==> src/rtl/data_mem_arb_pkg.sv <==
// Shared types and helpers for the two-master data memory arbiter.
package data_mem_arb_pkg;

   typedef enum logic [1:0] {
      IDLE = 2'd0,
      OWN0 = 2'd1,
      OWN1 = 2'd2
   } arb_state_t;

   localparam logic M0 = 1'b0;
   localparam logic M1 = 1'b1;

   function automatic int bc_width(input int max_burst);
      return $clog2(max_burst + 1);
   endfunction

endpackage

==> src/rtl/arb_burst_counter.sv <==
// Burst counter: synchronous clear, saturating increment, terminal count at MAX_BURST-1.
module arb_burst_counter
   import data_mem_arb_pkg::*;
#(
   parameter int MAX_BURST = 4
) (
   input  logic clk,
   input  logic rst,
   input  logic clr,
   input  logic inc,
   output logic tc
);
   localparam int W = bc_width(MAX_BURST);
   localparam logic [W-1:0] LAST = W'(MAX_BURST - 1);

   logic [W-1:0] count;

   always_ff @(posedge clk) begin
      if (!rst || clr) begin
         count <= '0;
      end else if (inc && !tc) begin
         count <= count + W'(1);
      end
   end

   assign tc = (count == LAST);

endmodule

==> src/rtl/data_mem_arbiter.sv <==
// Round-robin arbiter sharing one single-port data memory between core (m0) and loader/debug (m1).
// Defining ADDR_CHECK_EN adds an out-of-range check that blocks writes, zeroes reads and raises mx_err.
module data_mem_arbiter
   import data_mem_arb_pkg::*;
#(
   parameter int WL        = 32,
   parameter int DEPTH     = WL * 8,
   parameter int MAX_BURST = 4
) (
   input  logic          CLK,
   input  logic          RST,
   input  logic          m0_req,
   input  logic          m0_we,
   input  logic [WL-1:0] m0_addr,
   input  logic [WL-1:0] m0_wdata,
   output logic          m0_gnt,
   output logic [WL-1:0] m0_rdata,
   output logic          m0_valid,
   output logic          m0_err,
   input  logic          m1_req,
   input  logic          m1_we,
   input  logic [WL-1:0] m1_addr,
   input  logic [WL-1:0] m1_wdata,
   output logic          m1_gnt,
   output logic [WL-1:0] m1_rdata,
   output logic          m1_valid,
   output logic          m1_err,
   output logic          mem_we,
   output logic [WL-1:0] mem_addr,
   output logic [WL-1:0] mem_wd,
   input  logic [WL-1:0] mem_rd
);
   arb_state_t state, state_nxt;
   logic       lp, lp_nxt;
   logic       bc_clr, bc_inc, bc_tc;
   logic       acc0, acc1, acc_we, acc_ok;

   assign acc0 = (state == OWN0) & m0_req;
   assign acc1 = (state == OWN1) & m1_req;

   always_ff @(posedge CLK) begin
      if (!RST) begin
         state <= IDLE;
         lp    <= M1;
      end else begin
         state <= state_nxt;
         lp    <= lp_nxt;
      end
   end

   // An owner that drops req hands over immediately; it keeps the bus past the
   // burst limit only while the other master is silent.
   always_comb begin
      state_nxt = state;
      lp_nxt    = lp;
      bc_clr    = 1'b1;
      bc_inc    = 1'b0;
      case (state)
         IDLE: begin
            if (m0_req && m1_req) state_nxt = (lp == M1) ? OWN0 : OWN1;
            else if (m0_req)      state_nxt = OWN0;
            else if (m1_req)      state_nxt = OWN1;
         end
         OWN0: begin
            if (!m0_req) begin
               lp_nxt    = M0;
               state_nxt = m1_req ? OWN1 : IDLE;
            end else if (m1_req && bc_tc) begin
               lp_nxt    = M0;
               state_nxt = OWN1;
            end else begin
               bc_clr = 1'b0;
               bc_inc = 1'b1;
            end
         end
         OWN1: begin
            if (!m1_req) begin
               lp_nxt    = M1;
               state_nxt = m0_req ? OWN0 : IDLE;
            end else if (m0_req && bc_tc) begin
               lp_nxt    = M1;
               state_nxt = OWN0;
            end else begin
               bc_clr = 1'b0;
               bc_inc = 1'b1;
            end
         end
         default: state_nxt = IDLE;
      endcase
   end

   always_comb begin
      m0_gnt   = (state == OWN0);
      m1_gnt   = (state == OWN1);
      mem_addr = '0;
      mem_wd   = '0;
      acc_we   = 1'b0;
      if (state == OWN0) begin
         mem_addr = m0_addr;
         mem_wd   = m0_wdata;
         acc_we   = acc0 & m0_we;
      end else if (state == OWN1) begin
         mem_addr = m1_addr;
         mem_wd   = m1_wdata;
         acc_we   = acc1 & m1_we;
      end
   end

   // Gated by reset so a burst cut short by reset cannot land a write on that edge.
   assign mem_we = RST & acc_we & acc_ok;

   arb_burst_counter #(
      .MAX_BURST (MAX_BURST)
   ) u_bc (
      .clk (CLK),
      .rst (RST),
      .clr (bc_clr),
      .inc (bc_inc),
      .tc  (bc_tc)
   );

   always_ff @(posedge CLK) begin
      if (!RST) begin
         m0_rdata <= '0;
         m0_valid <= 1'b0;
         m1_rdata <= '0;
         m1_valid <= 1'b0;
      end else begin
         m0_valid <= acc0 & ~m0_we;
         m1_valid <= acc1 & ~m1_we;
         if (acc0 && !m0_we) m0_rdata <= acc_ok ? mem_rd : '0;
         if (acc1 && !m1_we) m1_rdata <= acc_ok ? mem_rd : '0;
      end
   end

`ifdef ADDR_CHECK_EN
   assign acc_ok = (mem_addr < WL'(DEPTH));

   always_ff @(posedge CLK) begin
      if (!RST) begin
         m0_err <= 1'b0;
         m1_err <= 1'b0;
      end else begin
         m0_err <= acc0 & ~acc_ok;
         m1_err <= acc1 & ~acc_ok;
      end
   end
`else
   assign acc_ok = 1'b1;
   assign m0_err = 1'b0;
   assign m1_err = 1'b0;

   // DEPTH only matters to the range check; this keeps it referenced without one.
   if (DEPTH > 0) begin : g_depth_unchecked
   end
`endif

endmodule

==> config.mk <==
export PLATFORM = sky130hd
export DESIGN_NAME = data_mem_arbiter
export DESIGN_NICKNAME = d
export VERILOG_FILES = /design/src/rtl/data_mem_arb_pkg.sv /design/src/rtl/arb_burst_counter.sv /design/src/rtl/data_mem_arbiter.sv
export SDC_FILE = /design/constraint.sdc
export NUM_CORES = 1
export LEC_CHECK = 0
export ABC_AREA = 0
export CAP_MARGIN = 20
export CORE_AREA = 2 2 118 120
export CTS_CLUSTER_DIAMETER = 120
export DETAILED_ROUTE_END_ITERATION = 8
export DIE_AREA = 0 0 120 122
export DONT_BUFFER_PORTS = 1
export GPL_ROUTABILITY_DRIVEN = 0
export MAX_ROUTING_LAYER = met4
export PLACE_DENSITY = 0.49
export SKIP_LAST_GASP = 1
export SYNTH_ARGS = -nofsm -noshare
export SYNTH_HDL_FRONTEND = slang
export SYNTH_SLANG_ARGS = --single-unit
==> constraint.sdc <==
create_clock -name CLK -period 3.7 [get_ports CLK]
set_input_delay 0.37 -clock CLK [delete_from_list [all_inputs] [get_ports CLK]]
set_output_delay 0.37 -clock CLK [all_outputs]
set_load 0.03 [all_outputs]
# Word-level counts from Yosys, hierarchy flattened
# Index checks and enable logic that the tools add are counted.
# totals
reg_bits	72
inputBits	166
out_inout_bits	135
elab_cells	70
# op_classes
n_addsub	1
eq_ne	6
mux	32
n_bitwise	9
n_reduce_logical	15
# ops
operator	count
$mux 32	4
$mux 2	9
$mux 1	15
$and 1x1->1	7
$logic_and 1x1->1	6
$ne 3x2->1 const B	2
$pmux 1 s2	3
$pmux 2 s3	1
$reduce_and 3->1	2
$logic_not 1->1	4
$ne 4x4->1 const B	1
$add 3x1->3 const B	1
$eq 3x2->1 const B	1
$eq 2x1->1 const B	1
$eq 2x2->1 const B	1
$logic_not 2->1	1
$not 1->1	2
$reduce_bool 2->1	1
$logic_or 1x1->1	1

# Longest topological paths before layout
# Gate-level depths: netlist of the first run.
# depth
depth_word	6
ltp_mapped	9
depth_no_buf	6

# By module
# From an unflattened synthesis of the first run, not the netlist that was laid out.
# unflattened
cells_unflattened	427
area_unflattened_um2	3419.5
# modules_own_cells
module	instances	cells_per_inst	area_each_um2	seq_area_each_um2
data_mem_arbiter	1	413	3268.1	1381.3
arb_burst_counter	1	14	151.4	60.1

# Least setup slack after synthesis of the first run
# No wires, ideal clock.
# synth_timing
path_type	flip-flop to output port
start	reg state[1]
end	out mem_we
arrival_time_ns	2.045
t_required_ns	3.330
setup_slack_ns	1.285
path_stages_with_launch	8
path_buffers	3
cell_sequence	dfxtp_1 -> inv_1 -> ha_1 -> buf_2 -> clkbuf_1 -> buf_1 -> a31oi_1 -> nor2_1
# synth_between
elab_cells_between_ends	9
cone_classes	eq/ne (2); mux (2); bitwise (5)
# synth_rtl
item	line	rtl
from (decl)	data_mem_arbiter.sv:33	arb_state_t state, state_nxt;
from (signal assigned)	data_mem_arbiter.sv:46	state <= state_nxt;
$eq 2x1->1 *	-	
via m0_gnt	data_mem_arbiter.sv:16	output logic m0_gnt,
$and 1x1->1	data_mem_arbiter.sv:38	assign acc0 = (state == OWN0) & m0_req;
$and 1x1->1	data_mem_arbiter.sv:101	acc_we = acc0 & m0_we;
$mux 1 *	data_mem_arbiter.sv:98	if (state == OWN0) begin
$and 1x1->1 *	data_mem_arbiter.sv:110	assign mem_we = RST & acc_we & acc_ok;
to (decl)	data_mem_arbiter.sv:28	output logic mem_we,
# Mark *: on every way through the listed nets, which the timed path passes. The rest lies on a longest branch.

# Worst setup path after layout of the first run
# layout_timing
start	reg state[0]
end	out mem_wd[26]
# layout_between
elab_chain_len	3
elab_cells_between_ends	4
cone_classes	eq/ne (2); mux (2)
# layout_lines
item	line	rtl
$eq 2x2->1	-	
via m1_gnt	data_mem_arbiter.sv:24	output logic m1_gnt,
$mux 32	data_mem_arbiter.sv:102	end else if (state == OWN1) begin
$mux 32	data_mem_arbiter.sv:98	
to (decl)	data_mem_arbiter.sv:30	output logic [WL-1:0] mem_wd,
# The timed path passes the listed nets, and every way through them passes these cells.

==> reports/results.md, run 1 <==
Clocking
• 0.33 ns — clock latency at the later pin of the worst-skew pair
• 0.05 ns — CTS clock-pin slew for the worst setup and hold paths
• 2 — maximum number of buffers from clock root to sink
• sky130_fd_sc_hd__clkbuf_16 — clock tree root buffer cell
• 3 — maximum level of the CTS H-tree
• 0 — Post-CTS Hold Fix Bufs
• 9 — Num CTS Buffers
• 0 — total of cells resized after clock tree synthesis
• built — clock tree from TritonCTS
• 0 — Setup Buffers After CTS
• 72 — total number of clock tree sinks

Floorplan
• 0.246 — starting density of the core
• 301 — I/O pins
• 122 µm — Vert. Die Dim
• 43 — number of placement rows
• 120 µm — Horiz. Die Dim
• 0.0146 mm² — die footprint
• 0.0135 mm² — area of the core

Detailed routing
• 3059 — via count
• 296 — Iteration-0 DRC Markers
• 5.22 — post-DR vias/cell
• 25.6 µm — average wire per cell in the routed design
• 4 — TritonRoute pass-1 iters
• 0 — drc violations
• 15000 µm — final wirelength
• 0 — remaining number of nets flagged by the antenna check after routing

Global route
• 20400 µm — global-route wire length before repair
• 0.240 — GR Layer Usage met1
• 0.201 — global-route usage over all layers
• 69 — largest net degree at the start of global routing
• met2 — global-route layer with the greatest usage
• 0.0875 — met3 Usage GRT
• 1 — initial antenna violation count
• 0.309 — met2 track demand over resource in global routing
• 2820 — number of global-route vias before repair
• 0 — Congestion Overflow GR

Placement
• 12000 µm — half-perimeter wire length after detailed placement
• 0 — number of input and output port buffers inserted
• 569 — Placed Instances

Job
• 0 — number of max-cap violations

Logic synthesis
• 0 — number of warnings reported in the yosys synthesis log
• 7.87 µm² — Synth Area per Inst
• sky130_fd_sc_hd__dfxtp_1 — Most used DFF post-synth
• 0.00332 mm² — netlist area before placement
• 30 — number of library cell types mapped by synthesis
• 0 — async set-or-reset flop fraction in the synthesized netlist
• 0 — number of flops mapped to enable cells by yosys
• 422 — number of instances in the synthesized netlist
• 72 — Synth Register Bits
• 0.434 — portion of the post-synthesis area used by sequential elements

Timing
• 0.804 — Period Utilization, post-route
• 0 — count of endpoints failing hold in the final timing report
• 0 — pins over their slew limit
• 0.112 ns — worst hold slack
• 0.516 — max_slew headroom
• 0 ns — Post-Route Setup TNS
• 0 — number of setup violations in the final report
• 0.727 ns — worst-margin pin slew
• 2.97 ns — final critical-path required period
• 0.00181 ns — Fin Clk Skew
• 336 MHz — peak clock frequency supported by timing
• no — setup repair after global routing missed its margin

Layout
• 0.277 — Final Util
• sky130_fd_sc_hd__nand2_1 — leading cell type in the layout, fill and taps excluded
• 0.0668 — ratio of cells with drive above 1 in the final layout
• 572 — net count of the finished layout
• sky130_fd_sc_hd__nand2_1 (133), sky130_fd_sc_hd__dfxtp_1 (72), sky130_fd_sc_hd__a21oi_1 (70), sky130_fd_sc_hd__a22o_1 (64), sky130_fd_sc_hd__clkbuf_16 (9) — leading cell types in the layout, fill and taps excluded
• 12.7% — Layout area overhead
• 586 — Finished Layout Cells

Worst setup path
• flip-flop — startpoint types
• 3.33 ns — Data required, critical path
• 2.60 ns — CP Data Arrival Time
• output pin — kind of end point of the critical path
• reg -> out — critical path class
• 64 — Max FO, Critical Path

Power
• 871 mW/mm² — Power Dens Cells
• 1.27 nW — standby leakage power
• 0.000505 V — maximum vdd ir drop

Hold path
• in -> reg — Worst Hold Class

Run status
• complete, no violations — status

sequential cells by signal (all words and copies together), names as in the netlist:
name / count
lp: 1
m0_rdata: 32
m0_valid: 1
m1_rdata: 32
m1_valid: 1
state: 2
u_bc.count: 3
stage by stage:
step                      setup slack [ns]  instance area (µm²)  total power, mW
after floorplan                       1.29                 3330             2.17
after global placement                1.11                 3430             2.35
after detailed placement              1.10                 3430             2.38
after CTS                            0.733                 3740             3.28
after global routing                 0.600                 3740             3.40
final                                0.727                 3740             3.26
path summary, 6_finish.rpt:
kind                          from                        end  slack (ns)  depth (start not counted)
max          state[0]$_SDFFE_PN0P_                 mem_wd[26]        0.73                          5
min                            RST            lp$_SDFFE_PN1P_        0.11                          1
max reg2reg  state[0]$_SDFFE_PN0P_  m1_rdata[12]$_SDFFE_PN0P_        1.53                          6
min reg2reg        lp$_SDFFE_PN1P_            lp$_SDFFE_PN1P_        0.48                          2
cells by family (layout without fill, tap and decap cells):
group	Yosys count	in the layout	synth area share
muxes	3	3	0.00904
buffers and inverters	44	25	0.0565
xor gates and xnor gates	1	1	0.00264
DFF	72	72	0.434
other	1	4	0.00113
AOI/OAI and AO/OA	142	142	0.294
adders and majority gates	6	6	0.0226
and+or+nand+nor	153	153	0.180
cells in the mapped netlist, types with 2 or more instances:
cell / count / area (µm²)
sky130_fd_sc_hd__nand3_1: 2 / 10.0
sky130_fd_sc_hd__a21oi_1: 70 / 350
sky130_fd_sc_hd__buf_1: 6 / 22.5
sky130_fd_sc_hd__nand2_1: 133 / 499
sky130_fd_sc_hd__clkbuf_1: 24 / 90.1
sky130_fd_sc_hd__nor2_1: 10 / 37.5
sky130_fd_sc_hd__or2_2: 2 / 12.5
sky130_fd_sc_hd__a21bo_2: 2 / 20.0
sky130_fd_sc_hd__inv_1: 4 / 15.0
sky130_fd_sc_hd__ha_1: 6 / 75.1
sky130_fd_sc_hd__mux2i_1: 3 / 30.0
sky130_fd_sc_hd__buf_4: 2 / 15.0
sky130_fd_sc_hd__dfxtp_1: 72 / 1440
sky130_fd_sc_hd__a22o_1: 64 / 561
sky130_fd_sc_hd__buf_2: 6 / 30.0
sky130_fd_sc_hd__nand2b_1: 2 / 12.5
worst max-delay path: stages, from the launching register on:
cell and delay [ns]:
sky130_fd_sc_hd__dfxtp_1 0.34, sky130_fd_sc_hd__inv_1 0.09, sky130_fd_sc_hd__ha_1 0.48, sky130_fd_sc_hd__nor2b_4 0.23, sky130_fd_sc_hd__buf_4 0.51, sky130_fd_sc_hd__a22o_1 0.57
layer usage:
layer | share of wire | vias up
li1 | - | 1416
met1 | 0.41 | 1444
met2 | 0.46 | 182
met3 | 0.11 | 17
met4 | 0.019 | 0
met5 | 0 | -
where the power goes:
part           internal (mW)  switching, mW  total (mW)
combinational          0.313           1.10        1.42
clock                  0.584          0.306       0.890
sequential             0.833          0.123       0.957
total                   1.73           1.53        3.26
area by class of cell:
| cell class | count | area (µm²) |
|---|---|---|
| Timing Repair Buffer | 5 | 37.5 |
| Tap cell | 180 | 225 |
| Inverter | 5 | 18.8 |
| Antenna cell | 2 | 5.00 |
| Fill cell | 1473 | 9760 |
| Multi-Input combinational cell | 307 | 1710 |
| Clock inverter | 4 | 70.1 |
| Sequential cell | 72 | 1440 |
| Clock buffer | 11 | 233 |
Power figures use the tool's default switching activity.
==> run 2, diff against run 1 <==
- clock period: 3.7 -> 3.1 ns (I/O delays scaled with it)
==> reports/results.md, run 2 (synthesized netlist as in run 1, its figures left out) <==
Detailed routing
• 5.20 — post-DR vias/cell
• 26.1 µm — average wire per cell in the routed design
• 289 — Iteration-0 DRC Markers
• 15300 µm — final wirelength
• 0 — drc violations
• 4 — TritonRoute pass-1 iters
• 3045 — via count
• 0 — remaining number of nets flagged by the antenna check after routing

Clocking
• 9 — Num CTS Buffers
• sky130_fd_sc_hd__clkbuf_16 — clock tree root buffer cell
• built — clock tree from TritonCTS
• 0 — Setup Buffers After CTS
• 0.06 ns — CTS clock-pin slew for the worst setup and hold paths
• 3 — maximum level of the CTS H-tree
• 2 — maximum number of buffers from clock root to sink
• 0 — Post-CTS Hold Fix Bufs
• 72 — total number of clock tree sinks
• 0 — total of cells resized after clock tree synthesis
• 0.33 ns — clock latency at the later pin of the worst-skew pair

Floorplan
• 0.0146 mm² — die footprint
• 301 — I/O pins
• 120 µm — Horiz. Die Dim
• 0.246 — starting density of the core
• 122 µm — Vert. Die Dim
• 0.0135 mm² — area of the core
• 43 — number of placement rows

Global route
• 20700 µm — global-route wire length before repair
• 0.204 — global-route usage over all layers
• 0 — Congestion Overflow GR
• 0 — initial antenna violation count
• 2871 — number of global-route vias before repair
• 69 — largest net degree at the start of global routing

Worst setup path
• flip-flop — startpoint types
• reg -> out — critical path class
• output pin — kind of end point of the critical path
• 2.59 ns — CP Data Arrival Time
• 64 — Max FO, Critical Path
• 2.79 ns — Data required, critical path

Layout
• m0_rdata x32, m1_rdata x32, u_bc.count x3 — largest registers
• sky130_fd_sc_hd__nand2_1 — leading cell type in the layout, fill and taps excluded
• 586 — Finished Layout Cells
• 14.1% — Layout area overhead
• sky130_fd_sc_hd__nand2_1 (133), sky130_fd_sc_hd__dfxtp_1 (72), sky130_fd_sc_hd__a21oi_1 (70), sky130_fd_sc_hd__a22o_1 (64), sky130_fd_sc_hd__clkbuf_16 (9) — leading cell types in the layout, fill and taps excluded
• 572 — net count of the finished layout
• 0.00379 mm² — post-route cell area
• 0.281 — Final Util
• 0.0741 — ratio of cells with drive above 1 in the final layout

Power
• 1070 mW/mm² — Power Dens Cells
• 1.29 nW — standby leakage power
• 0.000528 V — maximum vdd ir drop

Timing
• 0 — pins over their slew limit
• no — setup repair after global routing missed its margin
• 0.00340 ns — Fin Clk Skew
• 0.0481 ns — worst hold slack
• 0.935 — Period Utilization, post-route
• 0 — count of endpoints failing hold in the final timing report
• 2.90 ns — final critical-path required period
• 0.512 — max_slew headroom
• 0.731 ns — worst-margin pin slew
• 0 — number of setup violations in the final report
• 345 MHz — peak clock frequency supported by timing
• 0 ns — Post-Route Setup TNS

Placement
• 569 — Placed Instances
• 0.00343 mm² — Placement Cell Area
• 0 — number of input and output port buffers inserted
• 12200 µm — half-perimeter wire length after detailed placement

Job
• 0 — number of max-cap violations

Run status
• complete, no violations — status

Hold path
• in -> reg — Worst Hold Class

[run 2: changes by cell type in the layout (fill, tap and decap cells not counted), sizes merged]
cell	change
bufinv	+1
clkbuf	-1
diode	-1
clkinv	-1
inv	+1
clkinvlp	+1
[run 2: metal layers]
| layer | vias up | track usage | wire (µm) |
|---|---|---|---|
| met5 | - | - | 0 |
| met4 | 0 | 0.0507 | 166 |
| met3 | 12 | 0.0782 | 1670 |
| met2 | 175 | 0.319 | 7160 |
| met1 | 1441 | 0.247 | 6270 |
| li1 | 1417 | - | - |
[run 2: worst max-delay path, cell delays in order (launching register included)]
cell                      delay, ns
sky130_fd_sc_hd__dfxtp_1       0.33
sky130_fd_sc_hd__inv_1         0.09
sky130_fd_sc_hd__ha_1          0.49
sky130_fd_sc_hd__nor2b_4       0.23
sky130_fd_sc_hd__buf_4         0.50
sky130_fd_sc_hd__a22o_1        0.56
[run 2: layout make-up]
type / instances / area, µm²
Inverter: 5 / 18.8
Tap cell: 180 / 225
Fill cell: 1453 / 9710
Multi-Input combinational cell: 307 / 1710
Timing Repair Buffer: 5 / 37.5
Sequential cell: 72 / 1440
Clock inverter: 6 / 115
Antenna cell: 1 / 2.50
Clock buffer: 10 / 239
[run 2: where the power goes]
group / switching [mW] / internal [mW] / total, mW
Clock: 0.398 / 0.812 / 1.21
Combinational: 1.32 / 0.374 / 1.70
Sequential: 0.146 / 0.994 / 1.14
[run 2: worst paths after layout]
check | to | from | slack, ns | cells past startpoint
worst max-delay path | mem_wd[26] | state[0]$_SDFFE_PN0P_ | 0.20 | 5
worst min-delay path | lp$_SDFFE_PN1P_ | RST | 0.05 | 1
worst min register to register | lp$_SDFFE_PN1P_ | lp$_SDFFE_PN1P_ | 0.47 | 2
worst max register to register | m1_rdata[17]$_SDFFE_PN0P_ | state[0]$_SDFFE_PN0P_ | 0.91 | 6
[run 2: through the flow]
stage          power (mW)  setup slack [ns]
6_report             4.05             0.201
5_1_grt              4.21            0.0761
4_1_cts              4.08             0.194
3_5_place_dp         2.85             0.555
3_3_place_gp         2.81             0.593
2_1_floorplan        2.59             0.745
